File: config.mk
export PLATFORM = sky130hd
export DESIGN_NAME = header_classifier
export DESIGN_NICKNAME = d
export VERILOG_FILES = /design/src/rtl/hdr_cls_pkg.sv /design/src/rtl/hdr_type_decode.sv /design/src/rtl/header_classifier.sv
export SDC_FILE = /design/constraint.sdc
export NUM_CORES = 1
export LEC_CHECK = 0
export BUFFER_PORTS_ARGS = -buffer_cell sky130_fd_sc_hd__buf_2
export CAP_MARGIN = 20
export CORE_UTILIZATION = 36
export DETAILED_ROUTE_END_ITERATION = 10
export GPL_TIMING_DRIVEN = 0
export PLACE_DENSITY = 0.57
export SYNTH_ARGS = -nofsm -noshare
export SYNTH_HDL_FRONTEND = slang
export SYNTH_SLANG_ARGS = --single-unit
export TNS_END_PERCENT = 1
File: constraint.sdc
create_clock -name clock -period 1.55 [get_ports clock]
set_input_delay 0 -clock clock [delete_from_list [all_inputs] [get_ports clock]]
set_output_delay 0 -clock clock [all_outputs]
set_load 0.1 [all_outputs]
File: src/rtl/hdr_cls_pkg.sv
// Shared definitions for header_classifier: FSM state encoding and default parameters.
package hdr_cls_pkg;

   localparam int unsigned DefDataW    = 8;
   localparam int unsigned DefHdrBeats = 4;
   localparam int unsigned DefTypeBeat = 0;
   localparam int unsigned DefTypeLsb  = 0;
   localparam int unsigned DefTypeW    = 8;
   localparam int unsigned DefNumTypes = 2;
   localparam int unsigned DefLenBeat  = 1;
   localparam int unsigned DefLenLsb   = 0;
   localparam int unsigned DefLenW     = 8;

   typedef enum logic [1:0] {
      StIdle = 2'd0,
      StHdr  = 2'd1,
      StPass = 2'd2,
      StDrop = 2'd3
   } state_t;

endpackage

File: src/rtl/hdr_type_decode.sv
// Combinational type-field decoder: one-hot for types below NUM_TYPES, unknown flag otherwise.
module hdr_type_decode #(
   parameter int unsigned TYPE_W    = 8,
   parameter int unsigned NUM_TYPES = 2
) (
   input  logic [TYPE_W-1:0]    type_field,
   output logic [NUM_TYPES-1:0] onehot,
   output logic                 unknown
);

   always_comb begin
      onehot  = '0;
      unknown = 1'b1;
      for (int i = 0; i < NUM_TYPES; i++) begin
         if (type_field == TYPE_W'(i)) begin
            onehot[i] = 1'b1;
            unknown   = 1'b0;
         end
      end
   end

endmodule

File: src/rtl/header_classifier.sv
// Streaming header classifier: captures HDR_BEATS header beats, decodes the type and forwards
// the payload of known types. Optional payload-length check under `HDR_LEN_CHECK_EN.
module header_classifier
   import hdr_cls_pkg::*;
#(
   parameter int unsigned DATA_W    = DefDataW,
   parameter int unsigned HDR_BEATS = DefHdrBeats,
   parameter int unsigned TYPE_BEAT = DefTypeBeat,
   parameter int unsigned TYPE_LSB  = DefTypeLsb,
   parameter int unsigned TYPE_W    = DefTypeW,
   parameter int unsigned NUM_TYPES = DefNumTypes,
   parameter int unsigned LEN_BEAT  = DefLenBeat,
   parameter int unsigned LEN_LSB   = DefLenLsb,
   parameter int unsigned LEN_W     = DefLenW
) (
   input  logic                        clock,
   input  logic                        sclr_n,
   input  logic                        in_valid,
   input  logic                        in_sop,
   input  logic                        in_eop,
   input  logic [DATA_W-1:0]           in_data,
   output logic                        out_valid,
   output logic                        out_sop,
   output logic                        out_eop,
   output logic [DATA_W-1:0]           out_data,
   output logic                        hdr_done,
   output logic [HDR_BEATS*DATA_W-1:0] hdr_data,
   output logic [NUM_TYPES-1:0]        type_onehot,
   output logic                        type_unknown,
   output logic                        runt_err,
   output logic                        len_err
);

   localparam int unsigned CNT_W    = $clog2(HDR_BEATS);
   localparam int unsigned HDR_W    = HDR_BEATS * DATA_W;
   localparam int unsigned TYPE_POS = (HDR_BEATS - 1 - TYPE_BEAT) * DATA_W + TYPE_LSB;
   localparam logic [CNT_W-1:0] LAST = CNT_W'(HDR_BEATS - 1);

   state_t                 state;
   logic [CNT_W-1:0]       beat_cnt;
   logic                   first_beat;
   logic [HDR_W-1:0]       hdr_next;
   logic [HDR_W-1:0]       hdr_first;
   logic [NUM_TYPES-1:0]   dec_onehot;
   logic                   dec_unknown;
   logic                   start;

   assign start     = in_valid & in_sop;
   assign hdr_first = {in_data, {(HDR_W - DATA_W){1'b0}}};

   // Header with the current beat merged into its slot, so decode sees the last beat too.
   always_comb begin
      hdr_next = hdr_data;
      for (int i = 0; i < HDR_BEATS; i++) begin
         if (beat_cnt == CNT_W'(i)) begin
            hdr_next[(HDR_BEATS - 1 - i) * DATA_W +: DATA_W] = in_data;
         end
      end
   end

   hdr_type_decode #(
      .TYPE_W    (TYPE_W),
      .NUM_TYPES (NUM_TYPES)
   ) u_type_decode (
      .type_field (hdr_next[TYPE_POS +: TYPE_W]),
      .onehot     (dec_onehot),
      .unknown    (dec_unknown)
   );

`ifdef HDR_LEN_CHECK_EN
   localparam int unsigned LEN_POS = (HDR_BEATS - 1 - LEN_BEAT) * DATA_W + LEN_LSB;
   logic [LEN_W-1:0] len_field;
   logic [LEN_W-1:0] pay_cnt;
   logic [LEN_W-1:0] pay_inc;
   logic             len_err_q;

   assign pay_inc = (&pay_cnt) ? pay_cnt : pay_cnt + 1'b1;
   assign len_err = len_err_q;
`else
   assign len_err = 1'b0;
`endif

   always_ff @(posedge clock) begin
      if (!sclr_n) begin
         state        <= StIdle;
         beat_cnt     <= '0;
         first_beat   <= 1'b0;
         hdr_data     <= '0;
         type_onehot  <= '0;
         type_unknown <= 1'b0;
         hdr_done     <= 1'b0;
         runt_err     <= 1'b0;
         out_valid    <= 1'b0;
         out_sop      <= 1'b0;
         out_eop      <= 1'b0;
         out_data     <= '0;
`ifdef HDR_LEN_CHECK_EN
         len_field    <= '0;
         pay_cnt      <= '0;
         len_err_q    <= 1'b0;
`endif
      end else begin
         hdr_done  <= 1'b0;
         runt_err  <= 1'b0;
         out_valid <= 1'b0;
         out_sop   <= 1'b0;
         out_eop   <= 1'b0;
`ifdef HDR_LEN_CHECK_EN
         len_err_q <= 1'b0;
`endif
         if (start) begin
            // SOP always restarts capture; a header cut short by it or by EOP is a runt.
            hdr_data     <= hdr_first;
            beat_cnt     <= CNT_W'(1);
            type_onehot  <= '0;
            type_unknown <= 1'b0;
            runt_err     <= (state == StHdr) | in_eop;
            state        <= in_eop ? StIdle : StHdr;
         end else if (in_valid) begin
            unique case (state)
               StHdr: begin
                  hdr_data <= hdr_next;
                  if (beat_cnt == LAST) begin
                     hdr_done     <= 1'b1;
                     type_onehot  <= dec_onehot;
                     type_unknown <= dec_unknown;
                     first_beat   <= 1'b1;
`ifdef HDR_LEN_CHECK_EN
                     len_field <= hdr_next[LEN_POS +: LEN_W];
                     pay_cnt   <= '0;
                     if (in_eop && !dec_unknown) begin
                        len_err_q <= (hdr_next[LEN_POS +: LEN_W] != '0);
                     end
`endif
                     if (in_eop) begin
                        state <= StIdle;
                     end else begin
                        state <= dec_unknown ? StDrop : StPass;
                     end
                  end else if (in_eop) begin
                     runt_err <= 1'b1;
                     state    <= StIdle;
                  end else begin
                     beat_cnt <= beat_cnt + 1'b1;
                  end
               end
               StPass: begin
                  out_valid  <= 1'b1;
                  out_data   <= in_data;
                  out_sop    <= first_beat;
                  out_eop    <= in_eop;
                  first_beat <= 1'b0;
`ifdef HDR_LEN_CHECK_EN
                  pay_cnt <= pay_inc;
                  if (in_eop) begin
                     len_err_q <= (pay_inc != len_field);
                  end
`endif
                  if (in_eop) begin
                     state <= StIdle;
                  end
               end
               StDrop: begin
                  if (in_eop) begin
                     state <= StIdle;
                  end
               end
               default: ;
            endcase
         end
      end
   end

endmodule

==> results.md, run 1 <==
- Diode count: 0
- Grt total ovfl: 0
- Placed cell count: 382
- Finished Cell Area: 2724 sq um
- Crit path kind: register to register
- Final-layout fill cell count: 592
- DRC: 0
- Placement Cell Area: 2532 sq um
- Post-synth EDFFs: 0
- Clock Sinks: 53
- Post-synthesis adder-cell area fraction: 2.335%
- Detailed Routing Iterations Pass 1: 4
- Unique masters post-synth: 38
- Clk Tree Root Cell: clkbuf_8
- GP Congestion: 0.7580
- Area of the multi-input gates: 984.7 sq um
- Setup Skew: 11.38 ps
- Reg clk slew, reported paths: 100 ps
- Final setup TNS: 0 ps
- Routed wire per std cell: 14.00 um
- Synth Area in Simple Gates: 24.28%
- Pleak: 1.204 nW
- RSZ-0062 raised after global routing: false
- Place WS: -117.5 ps
- Hold slack: 13.72 ps
- First-pass GRT wire length: 8700 um
- Non-filler instance count after layout: 397
- Die height: 79.16 um
- Min-delay worst type: input port to register
- Post-Syn Area: 2143 sq um
- Final worst path period need: 1423 ps
- Fin crit share: 91.80%
- WP data arrival: 1620 ps
- Number of synthesized register bits: 53
- Overall Global Routing Usage: 18.43%
- Status: completed
- Final Util: 48.57%
- CTS buffer count: 5
- Largest area contributor in the netlist: dfxtp_1
- Synth Area in Compound Gates: 16.75%
- DRT antenna net count: 0
- Starting density of the core: 38.22%
- Mean post-synth cell area: 8.505 sq um
- Commonest non-fill, non-tap cell in the layout: nand2_1
- Final Power: 2.553 mW
- Worst-skew pair later-pin latency: 310 ps
- Largest net degree at the start of global routing: 17
- CTS tree: done
- WL final: 5558 um
- Startpoint types: register
- Final max-slew violation count: 0
- Synth-to-Final Area Change: 27.09%
- Yosys top cell area share: 49.50%
- Mux cell area share after synthesis: 0.9924%
- Worst vdd ir: 0.0003509 V
- Die ar.: 6266 sq um
- Vias in the first global route: 1678
- Clock Path Buffers: 2
- Final Hold Fails: 0
- Share of cells above drive strength 1: 31.69%
- Sequential fraction of the synthesis area: 49.50%
- Synth Flop Type: dfxtp_1
- Num rows: 27
- Main combinational cell family by area after synthesis: simple AND/OR/NAND/NOR gates
- FFs w/ async S/R, synth: 0%
- Xor/xnor cell area share of the yosys netlist: 0.4086%
- Nets@finish: 341
- Final setup margin: 127.2 ps
- Die Width: 79.16 um
- HPWL after DPL: 3848 um
- Port bufs: 58
- Via count: 1899
- DR iter-0 viols: 103
- Io pins: 62
- # setup viols final: 0
- Most frequent cells in the layout: nand2_1, buf_2, dfxtp_1, a21oi_1
- Net count after synthesis: 269
- Max FO, Critical Path: 6
- Initial antenna violation count: 0
- Largest cells by area after synthesis: dfxtp_1, nand2_1, a21oi_1
- H-tree depth: 2
- Synth Warn #: 0
- PwrDens: 937.4 nW/um^2
- Core area: 5608 sq um
- Req. time, crit path: 1740 ps
- Cells after synthesis: 252
- Register Area: 1072 sq um
- DR vias/cell: 4.783
- Highest clock rate: 702.8 MHz
- CP endpoint kind: register
- Max-Cap Viols: 0
[critical path, cell delays in order (launching register included)]
cell     delay (ps)
dfxtp_2         350
inv_1           150
ha_4            210
and4b_1         210
a21oi_2          70
o41a_1          320
[cell families after synthesis]
family / count (synthesis)
AND/OR/NAND/NOR: 116
AO/OA/AOI/OAI: 56
flip-flops: 53
buffers and inverters: 19
adder cells (fa/ha/maj): 4
multiplexers: 2
other: 1
XOR/XNOR: 1
[synth_stat cells (2+ instances only)]
master and n:
o211a_1 3, buf_6 4, o21ai_0 11, a21boi_0 9, and3_1 5, ha_1 4, a21oi_1 25, buf_2 7
inv_1 2, buf_4 2, and4b_1 2, nand2_1 78, nor4_1 3, clkbuf_1 3, nor2_1 9, dfxtp_1 53
nand3_1 11
[timing repair]
item	4_1_cts	5_1_grt
setup buffers	2	0
hold buffers	5	0
pin swaps	1	1
endpoints found under the setup margin	9	10
resized for setup	3	5
endpoints found under the hold margin	6	0
[report_power, final]
| part | leakage [nW] | internal, mW | switching (mW) |
|---|---|---|---|
| registers | 0.432 | 1.38 | 0.0161 |
| clock network | 0.0512 | 0.363 | 0.460 |
| logic | 0.721 | 0.0901 | 0.243 |
[flip-flops by register name, indices dropped and copies added (netlist names)]
name / flops
hdr_data: 32
out_data: 8
beat_cnt: 2
state: 2
type_onehot: 2
first_beat: 1
hdr_done: 1
out_eop: 1
out_sop: 1
out_valid: 1
runt_err: 1
type_unknown: 1
[cell type report]
class | instances | share of cell area, %
Sequential cell | 53 | 39.37
Timing Repair Buffer | 65 | 13.05
Clock inverter | 2 | 0.5053
Clock buffer | 6 | 3.032
Tap cell | 72 | 3.307
Inverter | 2 | 0.2756
Buffer | 17 | 4.318
Multi-Input combinational cell | 180 | 36.15
[final timing paths]
path                                 start                         to  slack, ps  cells past startpoint
setup / recovery  beat_cnt[0]$_SDFFE_PN0P_      state[0]$_SDFFE_PN0P_        130                      5
hold reg to reg   hdr_data[7]$_SDFFE_PP0P_   hdr_data[7]$_SDFFE_PP0P_        460                      2
setup reg to reg  beat_cnt[0]$_SDFFE_PN0P_      state[0]$_SDFFE_PN0P_        130                      5
hold / removal                  in_data[4]  hdr_data[12]$_SDFFE_PP0P_         10                      3
[routing by layer]
layer	up-vias	share of wire [%]	global-route usage [%]
li1	989	-	-
met1	863	48	25.57
met2	40	46	28.36
met3	7	4.6	4.138
met4	0	1.1	5.455
met5	-	0	0
Note: power is estimated with default switching activity, not from simulation.
==> inputs of run 2 (changes only) <==
==> constraint.sdc (replaced) <==
create_clock -name clock -period 1.45 [get_ports clock]
set_input_delay 0 -clock clock [delete_from_list [all_inputs] [get_ports clock]]
set_output_delay 0 -clock clock [all_outputs]
set_load 0.1 [all_outputs]
==> run 2 against run 1 <==
Against the previous run:
- flip-flop and latch count did not move
- global-route usage barely moved
- first-iteration DRC count fell by 9.7%
==> results.md, run 2 (synthesis gave the netlist of run 1 again) <==
- Highest clock rate: 710.9 MHz (+1.1%)
- Final max-slew violation count: 0 (unchanged)
- Hold slack: 8.424 ps (-5.295 ps)
- Max FO, Critical Path: 10 (+4)
- Crit path kind: register to register
- Reg clk slew, reported paths: 100 ps (about the same)
- Core area: 5608 sq um (unchanged)
- Diode count: 0 (unchanged)
- Vias in the first global route: 1663 (-0.89%)
- Synth-to-Final Area Change: 28.14%
- Min-delay worst type: input port to register
- Max-Cap Viols: 0 (unchanged)
- Port bufs: 58 (unchanged)
- CTS tree: done
- Finished Cell Area: 2746 sq um (+0.83%)
- Initial antenna violation count: 0 (unchanged)
- Overall Global Routing Usage: 18.45% (+0.024 points)
- Via count: 1912 (+0.68%)
- Reg2reg end: type_unknown$_SDFFE_PP0P_
- CP endpoint kind: register
- PwrDens: 999.3 nW/um^2 (+6.6%)
- Clk Tree Root Cell: clkbuf_8
- R2r setup slk: 40 ps (-80 ps)
- HP Start: in_eop
- Largest net degree at the start of global routing: 17 (unchanged)
- DR vias/cell: 4.780 (about the same)
- Worst-skew pair later-pin latency: 310 ps (about the same)
- Io pins: 62 (unchanged)
- WL final: 5619 um (+1.1%)
- Num rows: 27 (unchanged)
- Starting density of the core: 38.22% (unchanged)
- DRT antenna net count: 0 (unchanged)
- First-pass GRT wire length: 8714 um (+0.16%)
- Pleak: 1.217 nW (+1.1%)
- Final setup TNS: 0 ps (unchanged)
- Final-layout fill cell count: 591 (-0.17%)
- Final Hold Fails: 0 (unchanged)
- RSZ-0062 raised after global routing: true
- R2r worst-path depth: 5 (unchanged)
- Detailed Routing Iterations Pass 1: 4 (unchanged)
- Final setup margin: 43.32 ps (-83.84 ps)
- Fin crit share: 97.01% (+5.2 points)
- Clock Sinks: 53 (unchanged)
- CTS buffer count: 5 (unchanged)
- Worst Setup SP: beat_cnt[0]$_SDFFE_PN0P_
- Top flop regs: hdr_data: 32 flops, out_data: 8 flops
- Req. time, crit path: 1660 ps (-80 ps)
- Most frequent cells in the layout: nand2_1, buf_2, dfxtp_1, a21oi_1, nand3_1
- Die height: 79.16 um (unchanged)
- # setup viols final: 0 (unchanged)
- Place WS: -217.5 ps (-100.0 ps)
- H-tree depth: 2 (unchanged)
- HPWL after DPL: 3848 um (unchanged)
- Worst hold endpoint: out_eop$_SDFF_PP0_
- DRC: 0 (unchanged)
- Startpoint types: register
- WP data arrival: 1620 ps (about the same)
- Setup Skew: 8.808 ps (-2.573 ps)
- Nets@finish: 344 (+0.88%)
- Final Util: 48.97% (+0.40 points)
- Routed wire per std cell: 14.05 um (+0.34%)
- Top reg by flops: hdr_data
- Flip-flop count of the largest register after layout: 32 (unchanged)
- Status: completed
- Die Width: 79.16 um (unchanged)
- Placement Cell Area: 2532 sq um (unchanged)
- Share of cells above drive strength 1: 32.93% (+1.2 points)
- DR iter-0 viols: 93 (-9.7%)
- Worst hold path depth: 2 (-1)
- Origin of the critical flop-to-flop path: beat_cnt[0]$_SDFFE_PN0P_
- GP Congestion: 0.7580 (unchanged)
- Grt total ovfl: 0 (unchanged)
- Final worst path period need: 1407 ps (-16.16 ps)
- Clock Path Buffers: 2 (unchanged)
- Worst vdd ir: 0.0003773 V (+7.5%)
- Commonest non-fill, non-tap cell in the layout: nand2_1
- Die ar.: 6266 sq um (unchanged)
[run 2: cell types whose count changed in the layout (fill, tap and decap cells not counted), sizes merged]
cell,delta
buf,+3
[run 2: how the worst max path moves through the flow]
stage,slack (ps),end
finish,40,type_unknown$_SDFFE_PP0P_
global route,-40,type_unknown$_SDFFE_PP0P_
CTS,30,hdr_data[30]$_SDFFE_PN0P_
detailed placement,-220,hdr_data[25]$_SDFFE_PN0P_
global placement,-180,hdr_data[24]$_SDFFE_PN0P_
floorplan,-100,type_onehot[1]$_SDFFE_PP0P_
[run 2: per-layer routing]
metal	vias to the layer above	part of all wire (%)	track usage [%]
li1	992	-	-
met1	868	48	25.71
met2	45	46	28.28
met3	7	4.5	4.138
met4	0	0.98	5.455
met5	-	0	0
[run 2: area by class of cell]
type                       count  area, sq um  area share [%]
sequential                    53         1075           39.13
multi-input combinational    180        984.7           35.85
timing repair buffer          68        375.4           13.67
buffer                        17        117.6           4.282
tap                           72        90.09           3.280
clock buffer                   6        82.58           3.007
clock inverter                 2        13.76          0.5011
inverter                       2        7.507          0.2733
[run 2: repair_timing]
action,4_1_cts,5_1_grt
hold buffers,5,0
endpoints found under the hold margin,6,0
endpoints found under the setup margin,11,10
gates cloned,0,1
resized for setup,8,7
pin swaps,1,1
setup buffers,2,2
[run 2: power breakdown]
part | switching (mW) | leakage (nW) | total [mW] | internal [mW]
registers | 0.0174 | 0.432 | 1.49 | 1.48
logic | 0.262 | 0.734 | 0.363 | 0.100
clock network | 0.501 | 0.0512 | 0.889 | 0.388
[run 2: worst max-delay path, stage by stage, from the launching register on]
cell and delay [ps]:
dfxtp_2 360, ha_2 240, and4b_1 210, buf_4 160, nor2_1 80, a22o_2 260
[run 2: stage by stage]
step	power, mW	std cells
after detailed placement	1.857	382
after CTS	2.756	397
after global placement	1.857	382
final	2.745	400
after global routing	2.854	400
after floorplan	1.764	252
==> inputs of run 3 (changes only) <==
--- a/config.mk
+++ b/config.mk
@@ -5,13 +5,16 @@
 export SDC_FILE = /design/constraint.sdc
 export NUM_CORES = 1
 export LEC_CHECK = 0
+export ABC_AREA = 1
 export BUFFER_PORTS_ARGS = -buffer_cell sky130_fd_sc_hd__buf_2
 export CAP_MARGIN = 20
+export CORE_MARGIN = 2
 export CORE_UTILIZATION = 36
 export DETAILED_ROUTE_END_ITERATION = 10
 export GPL_TIMING_DRIVEN = 0
-export PLACE_DENSITY = 0.57
+export PLACE_DENSITY = 0.56
 export SYNTH_ARGS = -nofsm -noshare
 export SYNTH_HDL_FRONTEND = slang
+export SYNTH_HIERARCHICAL = 1
 export SYNTH_SLANG_ARGS = --single-unit
 export TNS_END_PERCENT = 1
==> run 3 against run 2 <==
Against the previous run:
- design area up 12%
- sequential power about the same
- setup slack worse by 310 ps
- combinational power up 22%
- the flow now finishes with violations (negative setup slack)
- highest routed layer unchanged
- via count up 21%
==> results.md, run 3 <==
- Top reg by flops: hdr_data
- PwrDens: 904.7 nW/um^2 (-9.5%)
- Most frequent cells in the layout: buf_2, nand2_1, dfxtp_1, nand3_1, inv_1
- Placed cell count: 454 (+19%)
- Post-Syn Area: 2316 sq um (+8.1%)
- WP data arrival: 1920 ps (+300 ps)
- Share of cells above drive strength 1: 32.91% (about the same)
- Detailed Routing Iterations Pass 1: 4 (unchanged)
- Synth Flop Type: dfxtp_1
- Fin crit share: 118.1% (+21 points)
- Startpoint types: register
- Nets@finish: 415 (+21%)
- Largest net degree at the start of global routing: 17 (unchanged)
- HPWL after DPL: 4624 um (+20%)
- Slew HR: 61.91%
- Final Power: 2.785 mW (+1.5%)
- Mean post-synth cell area: 7.283 sq um (-14%)
- Number of synthesized register bits: 53 (unchanged)
- DR iter-0 viols: 88 (-5.4%)
- Die ar.: 7090 sq um (+13%)
- Clk Tree Root Cell: clkbuf_8
- Synth Area in Compound Gates: 14.10% (-2.7 points)
- Most common library cells after synthesis: nand2_1, dfxtp_1, o21ai_0
- Initial antenna violation count: 0 (unchanged)
- Post-synthesis adder-cell area fraction: 2.701% (+0.37 points)
- CP endpoint kind: register
- Final Hold Fails: 0 (unchanged)
- CTS buffer count: 5 (unchanged)
- Failing checks: negative setup slack
- Crit path kind: register to register
- Clock Sinks: 53 (unchanged)
- Non-filler instance count after layout: 475 (+19%)
- Core area: 6277 sq um (+12%)
- Grt total ovfl: 0 (unchanged)
- Xor/xnor cell area share of the yosys netlist: 0% (-0.41 points)
- Worst Setup SP: beat_cnt[0]$_SDFFE_PN0P_
- WL final: 6609 um (+18%)
- Reg clk slew, reported paths: 100 ps (about the same)
- Net count after synthesis: 336 (+25%)
- Top flop regs: hdr_data: 32 flops, out_data: 8 flops
- Yosys top cell area share: 45.81% (-3.7 points)
- Cells after synthesis: 318 (+26%)
- Worst-skew pair later-pin latency: 310 ps (about the same)
- Routed wire per std cell: 13.91 um (-0.95%)
- H-tree depth: 2 (unchanged)
- Final max-slew violation count: 0 (unchanged)
- Status: finished with violations
- Final worst path period need: 1712 ps (+305.5 ps)
- Final setup margin: -262.2 ps (-305.5 ps)
- Worst vdd ir: 0.0003564 V (-5.5%)
- Die Width: 84.21 um (+6.4%)
- Flip-flop count of the largest register after layout: 32 (unchanged)
- Min-delay worst type: input port to register
- Port bufs: 59 (+1.7%)
- Final setup TNS: -1172 ps (-1172 ps)
- Vias in the first global route: 2177 (+31%)
- GP Congestion: 0.8673 (+14%)
- DRC: 0 (unchanged)
- Clock Path Buffers: 2 (unchanged)
- Main combinational cell family by area after synthesis: simple AND/OR/NAND/NOR gates
- Max-Cap Viols: 0 (unchanged)
- RSZ-0062 raised after global routing: true
- Setup Skew: 9.860 ps (+1.052 ps)
- Origin of the critical flop-to-flop path: beat_cnt[0]$_SDFFE_PN0P_
- Synth-to-Final Area Change: 32.90%
- Most frequent cell after synthesis: nand2_1
- Die height: 84.21 um (+6.4%)
- Synth Warn #: 6 (+6)
- Highest clock rate: 584.0 MHz (-18%)
- Sequential fraction of the synthesis area: 45.81% (-3.7 points)
- Largest area contributor in the netlist: dfxtp_1
- Worst Max-Slew Pin Slew: 571.3 ps
- HP Start: in_data[1]
- Mux cell area share after synthesis: 0% (-0.99 points)
- Overall Global Routing Usage: 18.54% (+0.086 points)
- Via count: 2320 (+21%)
- Pleak: 1.462 nW (+20%)
- Io pins: 62 (unchanged)
- Post-synth EDFFs: 0 (unchanged)
- Commonest non-fill, non-tap cell in the layout: buf_2
- Num rows: 29 (+7.4%)
- CTS tree: done
- Req. time, crit path: 1660 ps (about the same)
- Unique masters post-synth: 23 (-39%)
- Largest cells by area after synthesis: dfxtp_1, nand2_1, o21ai_0
- Starting density of the core: 36.89% (-1.3 points)
- # setup viols final: 11 (+11)
- Final Util: 49.03% (+0.060 points)
- First-pass GRT wire length: 10550 um (+21%)
- DR vias/cell: 4.884 (+2.2%)
- Synth Area in Simple Gates: 27.39% (+3.1 points)
- DRT antenna net count: 0 (unchanged)
- Max FO, Critical Path: 6 (-4)
- FFs w/ async S/R, synth: 0% (unchanged)
- Diode count: 0 (unchanged)
==> run 3: changes by cell type after synthesis, sizes merged, moves of 2 or more <==
cell and change:
nand3 +20, and3 -5, nor2 +30, and4b -2
nor4 -3, o211a -3, nand4 +2, nand2 -10
a21boi -9, nor2b -2, o21ai +25, and2 -2
inv +34
==> run 3: what timing repair did <==
item                       4_1_cts  5_1_grt
setup endpoints to repair       11       23
hold endpoints to repair         5        0
resized for setup                7       19
setup buffers                    5        2
pin swaps                        7        9
hold buffers                     5        0
cloned                           0        1
==> run 3: cell type report <==
cell class                      count  area [sq um]
Buffer                             15         108.9
Multi-Input combinational cell    214          1137
Timing Repair Buffer               72         422.9
Fill cell                         657          3199
Clock buffer                        6         72.57
Clock inverter                      2         13.76
Sequential cell                    53          1091
Tap cell                           77         96.34
Inverter                           36         135.1
==> run 3: through the flow <==
stage / instance area, sq um / worst slack, ps / hold slack, ps
final: 3078 / -262.2 / 13.54
after global routing: 3078 / -372.8 / 22.12
after CTS: 2964 / -221.2 / 13.35
after detailed placement: 2771 / -309.1 / 312.8
after global placement: 2771 / -293.4 / 305.3
after floorplan: 2380 / -65.04 / 103.1
==> run 3: kinds of logic after synthesis <==
logic type,count (synthesis)
adders and majority gates,5
AOI/OAI and AO/OA,65
and+or+nand+nor,143
DFF,53
other,1
buffers and inverters,51
==> run 3: final timing paths <==
| check | to | slack [ps] | depth (start not counted) |
|---|---|---|---|
| worst max register to register | state[0]$_SDFFE_PN0P_ | -260 | 13 |
| worst min register to register | out_sop$_SDFF_PP0_ | 450 | 2 |
| worst max-delay path | state[0]$_SDFFE_PN0P_ | -260 | 13 |
| worst min-delay path | out_data[1]$_SDFFE_PN0P_ | 10 | 3 |
==> run 3: worst max-delay path, stage by stage, from the launching register on <==
cell and delay (ps):
dfxtp_4 370, inv_2 50, ha_4 190, buf_8 140
nand2_1 110, o21ai_4 90, nor2_4 110, nand2_1 100
nor2_4 150, nor2_4 50, nand3_1 60, nand3_1 80
nand2_1 60, a21oi_1 50
==> run 3: routing by layer <==
metal	up-vias	global-route usage (%)	routed length, um	part of all wire, %
met3	7	4.326	429	6.5
met4	0	4.839	61	0.92
met2	64	30.38	3068	46
li1	1174	-	-	-
met1	1075	24.68	3049	46
met5	-	0	0	0
==> run 3: where the power goes <==
group          switching, mW  internal, mW
logic                  0.314         0.130
registers             0.0151          1.47
clock network          0.514         0.346
total                  0.843          1.94
